--- config.mk ---
export PLATFORM = sky130hd
export DESIGN_NAME = parity_s_register_gen
export DESIGN_NICKNAME = d
export VERILOG_FILES = /design/src/rtl/parity_s_register_gen.sv
export SDC_FILE = /design/constraint.sdc
export NUM_CORES = 1
export LEC_CHECK = 0
export CAP_MARGIN = 20
export CORE_ASPECT_RATIO = 0.8
export CORE_MARGIN = 2
export CORE_UTILIZATION = 38
export CTS_CLUSTER_SIZE = 30
export DETAILED_ROUTE_END_ITERATION = 8
export HOLD_SLACK_MARGIN = 0.06
export PLACE_DENSITY = 0.77
export SETUP_SLACK_MARGIN = 0.4
export SKIP_CTS_REPAIR_TIMING = 1
export SLEW_MARGIN = 0
export SYNTH_ARGS = -nofsm -noshare
export SYNTH_HDL_FRONTEND = slang
export SYNTH_SLANG_ARGS = --single-unit
--- constraint.sdc ---
create_clock -name SIM_CLK -period 1.4 [get_ports SIM_CLK]
set_input_delay 0.21 -clock SIM_CLK [delete_from_list [all_inputs] [get_ports SIM_CLK]]
set_output_delay 0.21 -clock SIM_CLK [all_outputs]
set_load 0.05 [all_outputs]
--- src/rtl/parity_s_register_gen.sv ---
// S register, odd/even parity generate and check with sticky alarm and saturating
// alarm count, G = +-0 detect, and the CYR/SR/CYL/EDOP editing-pulse sequencer.
//
// state  | meaning
// IDLE   | no editing pulse; waiting for T02 with S on an editing address
// ACTIVE | one-hot EDIT held until T12A closes the memory cycle
module parity_s_register_gen #(
   parameter int S_WIDTH    = 12,
   parameter int G_WIDTH    = 16,
   parameter int PAR_BIT    = 14,
   parameter int ODD_PARITY = 1,
   parameter int EDIT_BASE  = 'o20,
   parameter int ALM_CNT_W  = 8
) (
   input  logic                 SIM_CLK,
   input  logic                 SIM_RST,
   input  logic                 GOJAM,
   input  logic                 CSG,
   input  logic                 WSG,
   input  logic [S_WIDTH-1:0]   WL,
   output logic [S_WIDTH-1:0]   S,
   input  logic [G_WIDTH-1:0]   G,
   input  logic                 TPARG,
   output logic                 GPAR,
   input  logic                 CHKPAR,
   input  logic                 CHK_INH,
   output logic                 PALE,
   output logic [ALM_CNT_W-1:0] ALM_CNT,
   output logic                 GEQZRO,
   input  logic                 T02,
   input  logic                 T12A,
   output logic [3:0]           EDIT
);

   localparam int                 DW        = G_WIDTH - 1;
   localparam logic               PAR_SENSE = (ODD_PARITY != 0);
   localparam logic [S_WIDTH-1:0] EDIT_LO   = S_WIDTH'(EDIT_BASE);
   localparam logic [S_WIDTH-1:0] EDIT_HI   = S_WIDTH'(EDIT_BASE + 3);

   typedef enum logic {IDLE, ACTIVE} state_t;

   state_t                 state_q, state_d;
   logic [S_WIDTH-1:0]     s_q, s_d;
   logic                   gpar_q, gpar_d;
   logic                   pale_q, pale_d;
   logic [ALM_CNT_W-1:0]   cnt_q, cnt_d;
   logic                   geqz_q, geqz_d;
   logic [3:0]             edit_q, edit_d;

   logic [DW-1:0]          data;
   logic                   chk_fail;
   logic                   addr_hit;
   logic [S_WIDTH-1:0]     s_off;

   // Data word is G with the parity bit squeezed out.
   always_comb begin
      data = '0;
      for (int i = 0; i < G_WIDTH; i++) begin
         if (i < PAR_BIT)
            data[i] = G[i];
         else if (i > PAR_BIT)
            data[i-1] = G[i];
      end
   end

   assign chk_fail = CHKPAR & ~CHK_INH & ((^G) != PAR_SENSE);
   assign addr_hit = (s_q >= EDIT_LO) && (s_q <= EDIT_HI);
   assign s_off    = s_q - EDIT_LO;

   always_comb begin
      s_d = s_q;
      if (WSG)
         s_d = WL;
      else if (CSG)
         s_d = '0;

      gpar_d = TPARG ? ((^data) ^ PAR_SENSE) : gpar_q;
      geqz_d = (data == '0) || (data == '1);

      // A failure in the same cycle as GOJAM must still leave the latch set.
      pale_d = pale_q;
      cnt_d  = cnt_q;
      if (chk_fail) begin
         pale_d = 1'b1;
         if (cnt_q != '1)
            cnt_d = cnt_q + ALM_CNT_W'(1);
      end else if (GOJAM) begin
         pale_d = 1'b0;
      end
   end

   always_comb begin
      state_d = state_q;
      edit_d  = edit_q;
      if (GOJAM) begin
         state_d = IDLE;
         edit_d  = 4'b0000;
      end else begin
         case (state_q)
            IDLE: begin
               if (T02 && addr_hit) begin
                  state_d = ACTIVE;
                  edit_d  = 4'b0001 << s_off[1:0];
               end
            end
            ACTIVE: begin
               if (T12A) begin
                  state_d = IDLE;
                  edit_d  = 4'b0000;
               end
            end
            default: begin
               state_d = IDLE;
               edit_d  = 4'b0000;
            end
         endcase
      end
   end

   always_ff @(posedge SIM_CLK or posedge SIM_RST) begin
      if (SIM_RST) begin
         state_q <= IDLE;
         s_q     <= '0;
         gpar_q  <= 1'b0;
         pale_q  <= 1'b0;
         cnt_q   <= '0;
         geqz_q  <= 1'b0;
         edit_q  <= 4'b0000;
      end else begin
         state_q <= state_d;
         s_q     <= s_d;
         gpar_q  <= gpar_d;
         pale_q  <= pale_d;
         cnt_q   <= cnt_d;
         geqz_q  <= geqz_d;
         edit_q  <= edit_d;
      end
   end

   assign S       = s_q;
   assign GPAR    = gpar_q;
   assign PALE    = pale_q;
   assign ALM_CNT = cnt_q;
   assign GEQZRO  = geqz_q;
   assign EDIT    = edit_q;

endmodule
# [After elaboration in Yosys (flattened, before gate mapping)]
# Index checks and enable logic that the tools add are counted.
[classes] n_addsub=2 n_lt_le_gt_ge=2 eq_ne=4 shift=1 n_mux=12 n_bitwise=6 n_reduce_logical=10
[ops] operator="12-bit 2-to-1 mux" n=2
[ops] operator="16-bit XOR reduction" n=1
[ops] operator="15-bit == test, second input constant" n=1
[ops] operator="15-bit logical NOT" n=1
[ops] operator="15-bit XOR reduction" n=1
[ops] operator="12-bit by 5-bit greater-or-equal comparator with 1-bit output, second input constant" n=1
[ops] operator="12-bit by 5-bit <= comparator with 1-bit output, second input constant" n=1
[ops] operator="4-bit 2-to-1 mux" n=3
[ops] operator="8-bit by 1-bit adder with 8-bit output, second input constant" n=1
[ops] operator="8-bit != test, second input constant" n=1
[ops] operator="4-bit one-hot mux with 2 select lines" n=1
[ops] operator="3-bit != test, second input constant" n=2
[ops] operator="1-bit 2-to-1 mux" n=5
[ops] operator="1-bit NOT" n=4
[ops] operator="2-bit AND reduction" n=2
[ops] operator="2-bit nonzero test" n=2
[ops] operator="1-bit by 2-bit left shift with 4-bit output, first input constant" n=1
[ops] operator="1-bit AND" n=2
[ops] operator="1-bit logical AND" n=2
[ops] operator="1-bit one-hot mux with 2 select lines" n=1
[ops] operator="2-bit by 1-bit subtractor with 2-bit output, second input constant" n=1
[ops] operator="1-bit logical OR" n=1
[totals] ff_bits=28 in_bits=38 output_inout_bits=27 elab_cells=44

# [Longest topological paths before layout]
[depth] depth_word=6 depth_mapped=7 depth_no_buf=7

# [Worst setup path after synthesis]
# OpenSTA, ideal clock, no wires.
[synth_timing] kind="in2reg" startpoint="input G[12]" endpoint="register cnt_q[6] (netlist: ALM_CNT[6])" setup_ns=0.125 t_arrival_ns=1.916 required_time_ns=1.275 path_slack_ns=-0.641 stages=7 n_path_buf=0 path_cell_list="inv_1 ha_1 xnor2_1 xnor2_1 xor3_2 nor3_1 mux2_2"
[synth_between] elab_chain_cells=4
[synth_lines] item="from (decl)" line="22" text="input logic [G_WIDTH-1:0] G,"
[synth_lines] item="16-bit XOR reduction" line="66" text="assign chk_fail = CHKPAR & ~CHK_INH & ((^G) != PAR_SENSE);"
[synth_lines] item="1-bit NOT" line="66"
[synth_lines] item="1-bit AND" line="66"
[synth_lines] item="2-bit AND reduction (no line)"
[synth_lines] item="to (signal assigned)" line="134" text="cnt_q <= cnt_d;"
[synth_lines] item="to (decl)" line="46" text="logic [ALM_CNT_W-1:0] cnt_q, cnt_d;"
# No other way between the ends.
# A chain may end at the register's enable or synchronous reset.

# [Worst setup path in the final report]
[layout_timing] startpoint="input G[10]" endpoint="register cnt_q[7] (netlist: ALM_CNT[7])"
# The elaborated chain is that of the path after synthesis.

==> metrics list <==
- Top delay family on crit path: XOR/XNOR gates
- Number of setup violations in the final report: 10
- Complex-gate fraction of the synthesized area: 0.0804
- Part of the power in the clock network: 0.148
* Synth-to-layout area growth: 120%
* Core footprint: around 3900 µm²
- The wire-length estimate of the detail-placed layout is approximately 3700 µm.
- After synthesis, the share of cell area in mux cells is 0.0286.
- The number of pins with negative max-slew slack in the final report came to 0.
* Final cell count without fillers: approximately 330
- In this run the clock root is driven by a sky130_fd_sc_hd__clkbuf_8.
* Unrepaired setup endpoints after global routing: yes
- Share of synthesized registers carrying an async set or reset: 1.00
- Summed over all instances, the cell type with the most area after synthesis is sky130_fd_sc_hd__dfrtp_1.
* Setup skew after layout: about 16 ps
- At the end of the flow the core is filled with cells to 0.891.
* Top flip-flop cell by instance count after synthesis: sky130_fd_sc_hd__dfrtp_1
- Critical Path Slowest Stage Cell: sky130_fd_sc_hd__xor3_2
- Starting density of the core: 0.405
- Across every metal layer, demand over resource in global routing totals 0.201.
- Sequential-to-total area share from yosys stat: 0.446
* Failing checks: setup timing
- The tree built by TritonCTS fans out to 28 sinks.
* H-tree Lvls: 1
* Final WL: approximately 6500 µm
- Dominant cell by count in the synthesized netlist: sky130_fd_sc_hd__dfrtp_1
- The smallest clock period supported by the final layout is computed as roughly 1900 ps.
* Remaining DRCs: 0
* Layout fillers: ~160
* Ratio of cells with drive above 1 in the final layout: 0.579
- Synth Area per Inst: 10.0 µm²
- Most used standard cells in the synthesized netlist: 28 x sky130_fd_sc_hd__dfrtp_1, 20 x sky130_fd_sc_hd__nand2_1, 16 x sky130_fd_sc_hd__inv_1
* Final #Nets: approximately 330
- Leakage power summed over all cells: between 0.0015 and 0.002 µW
- For the pin with the worst max-slew slack, the measured transition is ~360 ps.
- Dividing total power by cell area gives a power density of 1300 nW/µm².
* Number of synthesis warnings: 0
* GR Overflow Total: 0
* Pre-CTS setup slack: -1290 ps
- Vias/cell: approximately 5.2
- After synthesis, the largest family of logic cells by area is simple AND/OR/NAND/NOR gates.
- The worst setup path is launched from an input port.
* Clock Latency Late Sink: between 200 and 300 ps
* Simple-gate portion of the synthesized area: 0.198
- Type of the worst setup path: input port to flop
- In this run, CTS created clock tree buffers numbering 3.
* Proportion of total power due to net switching: 0.379
* Worst hold-check slack: approximately 290 ps
* Crit path capture type: flop
- Count of antenna diodes in the layout: 0
- Run status: finished with violations
- After floorplanning, the core was divided into 20 placement rows.
- Counting flops with a built-in enable in the synthesized netlist gives 0.
- STA puts the critical path data required time at roughly 1600 ps.
- The final-report hold violation count came to 0.
- The number of antenna violations at the first check in global routing came to 0.
* Stage delay of the slowest cell on the critical path: between 500 and 600 ps
* Synth Area in Adders: 0.119
- Final critical-path share of the clock period: 1.35
* Highest attainable clock frequency: between 0.5 and 0.6 GHz
- Buffers plus inverters on the worst setup path: 3
- Combinational cell fraction of total power: 0.602
* Post-Syn Instances: approximately 160
- Top cell type's share of synthesized area: 0.446
* Y dimension of the die: between 60 and 70 µm
- Die X: around 76 µm
- Across the run, the number of max-cap violations was 0.
* Clock transition at the registers of the reported paths: ~110 ps
- The first global-routing pass estimated between 7000 and 8000 µm of wire.
- The signal on the critical path passes through buf_8 -> inv_4 -> ha_4 -> xnor2_4 -> xnor2_2 -> xor3_2 -> buf_6 -> nor4_4 -> xor2_1.
- In the final routed layout, each cell accounts on average for 19.8 µm.
- Of the total synthesized cell area, the portion taken by XOR and XNOR cells is 0.0827.
- Synthesis produced a netlist with a net count of 210.
- Net load switching power: 1710 µW
- The floorplan step defined a die boundary enclosing approximately 4700 µm².
- After synthesis the cells add up to 1570 µm².
- Largest fanout of any net on the critical path: 7
- In the post-synthesis netlist, the biggest area contributors are sky130_fd_sc_hd__dfrtp_1 45%, sky130_fd_sc_hd__ha_1 12%, sky130_fd_sc_hd__xnor2_1 5.0%, sky130_fd_sc_hd__nand2_1 4.8%, sky130_fd_sc_hd__nand2b_1 4.4%.
- Max_slew headroom: 0.759
* 1st-pass router iterations: 4
- Largest buffer count on any clock path: 2
- IR analysis of the VDD net gives a maximum drop of 1.80 mV.
- Internal power comes to approximately 2800 µW.
* Sequential share of power: 0.251
- Data on the critical path arrives at its endpoint at ~2100 ps.
- Number of register bits inferred by synthesis: 28
* Vias in the first global route: ~1500
- The detailed router finished its first iteration with 79 violations.
- Cell Count Post-Placement: about 310
* Post-layout worst setup margin: -485 ps
- GPL Wtd Cong: just over 0.8
- The netlist uses 28 different library cells.
* Count of buffers inserted at the top-level ports: 64
* DR vias: between 1500 and 2000
- Antenna viol nets, final: 0
- Setup TNS: -3670 ps
- Number of ports placed on the die boundary: 65
- CTS tree: built
- Pin count of the biggest net entering global routing: 29
- The path class of the tightest hold or removal check is input port to asynchronous set/reset pin.
==> layout by cell type, fill, tap and decap left out, types with 5 or more instances in the layout <==
| master | instances |
|---|---|
| sky130_fd_sc_hd__nand2_1 | 18 |
| sky130_fd_sc_hd__ha_1 | 8 |
| sky130_fd_sc_hd__buf_6 | 31 |
| sky130_fd_sc_hd__o21ai_0 | 7 |
| sky130_fd_sc_hd__buf_4 | 26 |
| sky130_fd_sc_hd__inv_4 | 7 |
| sky130_fd_sc_hd__nand2b_1 | 11 |
| sky130_fd_sc_hd__dfrtp_1 | 16 |
| sky130_fd_sc_hd__ha_4 | 7 |
| sky130_fd_sc_hd__buf_12 | 27 |
| sky130_fd_sc_hd__inv_2 | 5 |
| sky130_fd_sc_hd__clkdlybuf4s50_1 | 21 |
| sky130_fd_sc_hd__dfrtp_2 | 12 |
==> tightest hold or removal path: stages <==
cell and delay (ps):
sky130_fd_sc_hd__clkdlybuf4s50_1 400, sky130_fd_sc_hd__inv_1 60, sky130_fd_sc_hd__buf_4 340
==> metrics by stage <==
step           power [µW]  cell area, µm²
2_1_floorplan        2080            1780
6_report             4500            3450
3_5_place_dp         3240            3020
5_1_grt              4650            3450
4_1_cts              3890            3100
3_3_place_gp         3190            3020
==> metal layers <==
metal,GRT usage,share of wire,up-vias,wire [µm]
met2,0.346,0.53,75,3410
met1,0.272,0.40,844,2600
met4,0.0390,0.022,0,144
met5,0,0,-,0
met3,0.0425,0.049,18,320
li1,-,-,755,-
==> kinds of logic after synthesis <==
| group | after synthesis |
|---|---|
| AO/OA/AOI/OAI | 21 |
| XOR/XNOR | 13 |
| adder cells (fa/ha/maj) | 15 |
| buffers and inverters | 19 |
| flip-flops | 28 |
| multiplexers | 4 |
| AND/OR/NAND/NOR | 57 |
==> worst paths after layout <==
kind	startpoint	end	slack, ps	cells after the start
worst max-delay path	G[10]	ALM_CNT[7]	-480	9
worst min-delay path	SIM_RST	EDIT[3]	290	3
worst max register to register	ALM_CNT[0]	ALM_CNT[1]	-210	7
worst min register to register	S[2]	state_q	590	3
max in group asynchronous	SIM_RST	S[2]	800	3
min in group SIM_CLK	G[5]	GEQZRO	370	4
==> power by group through the flow <==
stage	combinational, µW	clock, µW	sequential [µW]
2_1_floorplan	523	0	1560
3_3_place_gp	2120	0	1070
3_5_place_dp	2160	0	1090
4_1_cts	2170	649	1070
5_1_grt	2810	702	1140
6_report	2710	664	1130
==> state kept, by name, summed over array words and instances, names as in the netlist <==
register and cells:
GEQZRO 1, S 12, EDIT 4, PALE 1, GPAR 1, ALM_CNT 8, state_q 1
==> final cells by class <==
cell class                 count  area, µm²  area share
multi-input combinational    110       1130       0.327
inverter                      16       95.1      0.0275
timing repair buffer         113       1380       0.398
clock inverter                 1       30.0     0.00869
clock buffer                   3       41.3      0.0120
tap                           55       68.8      0.0199
sequential                    28        716       0.207
(Power assumes the default switching activity.)
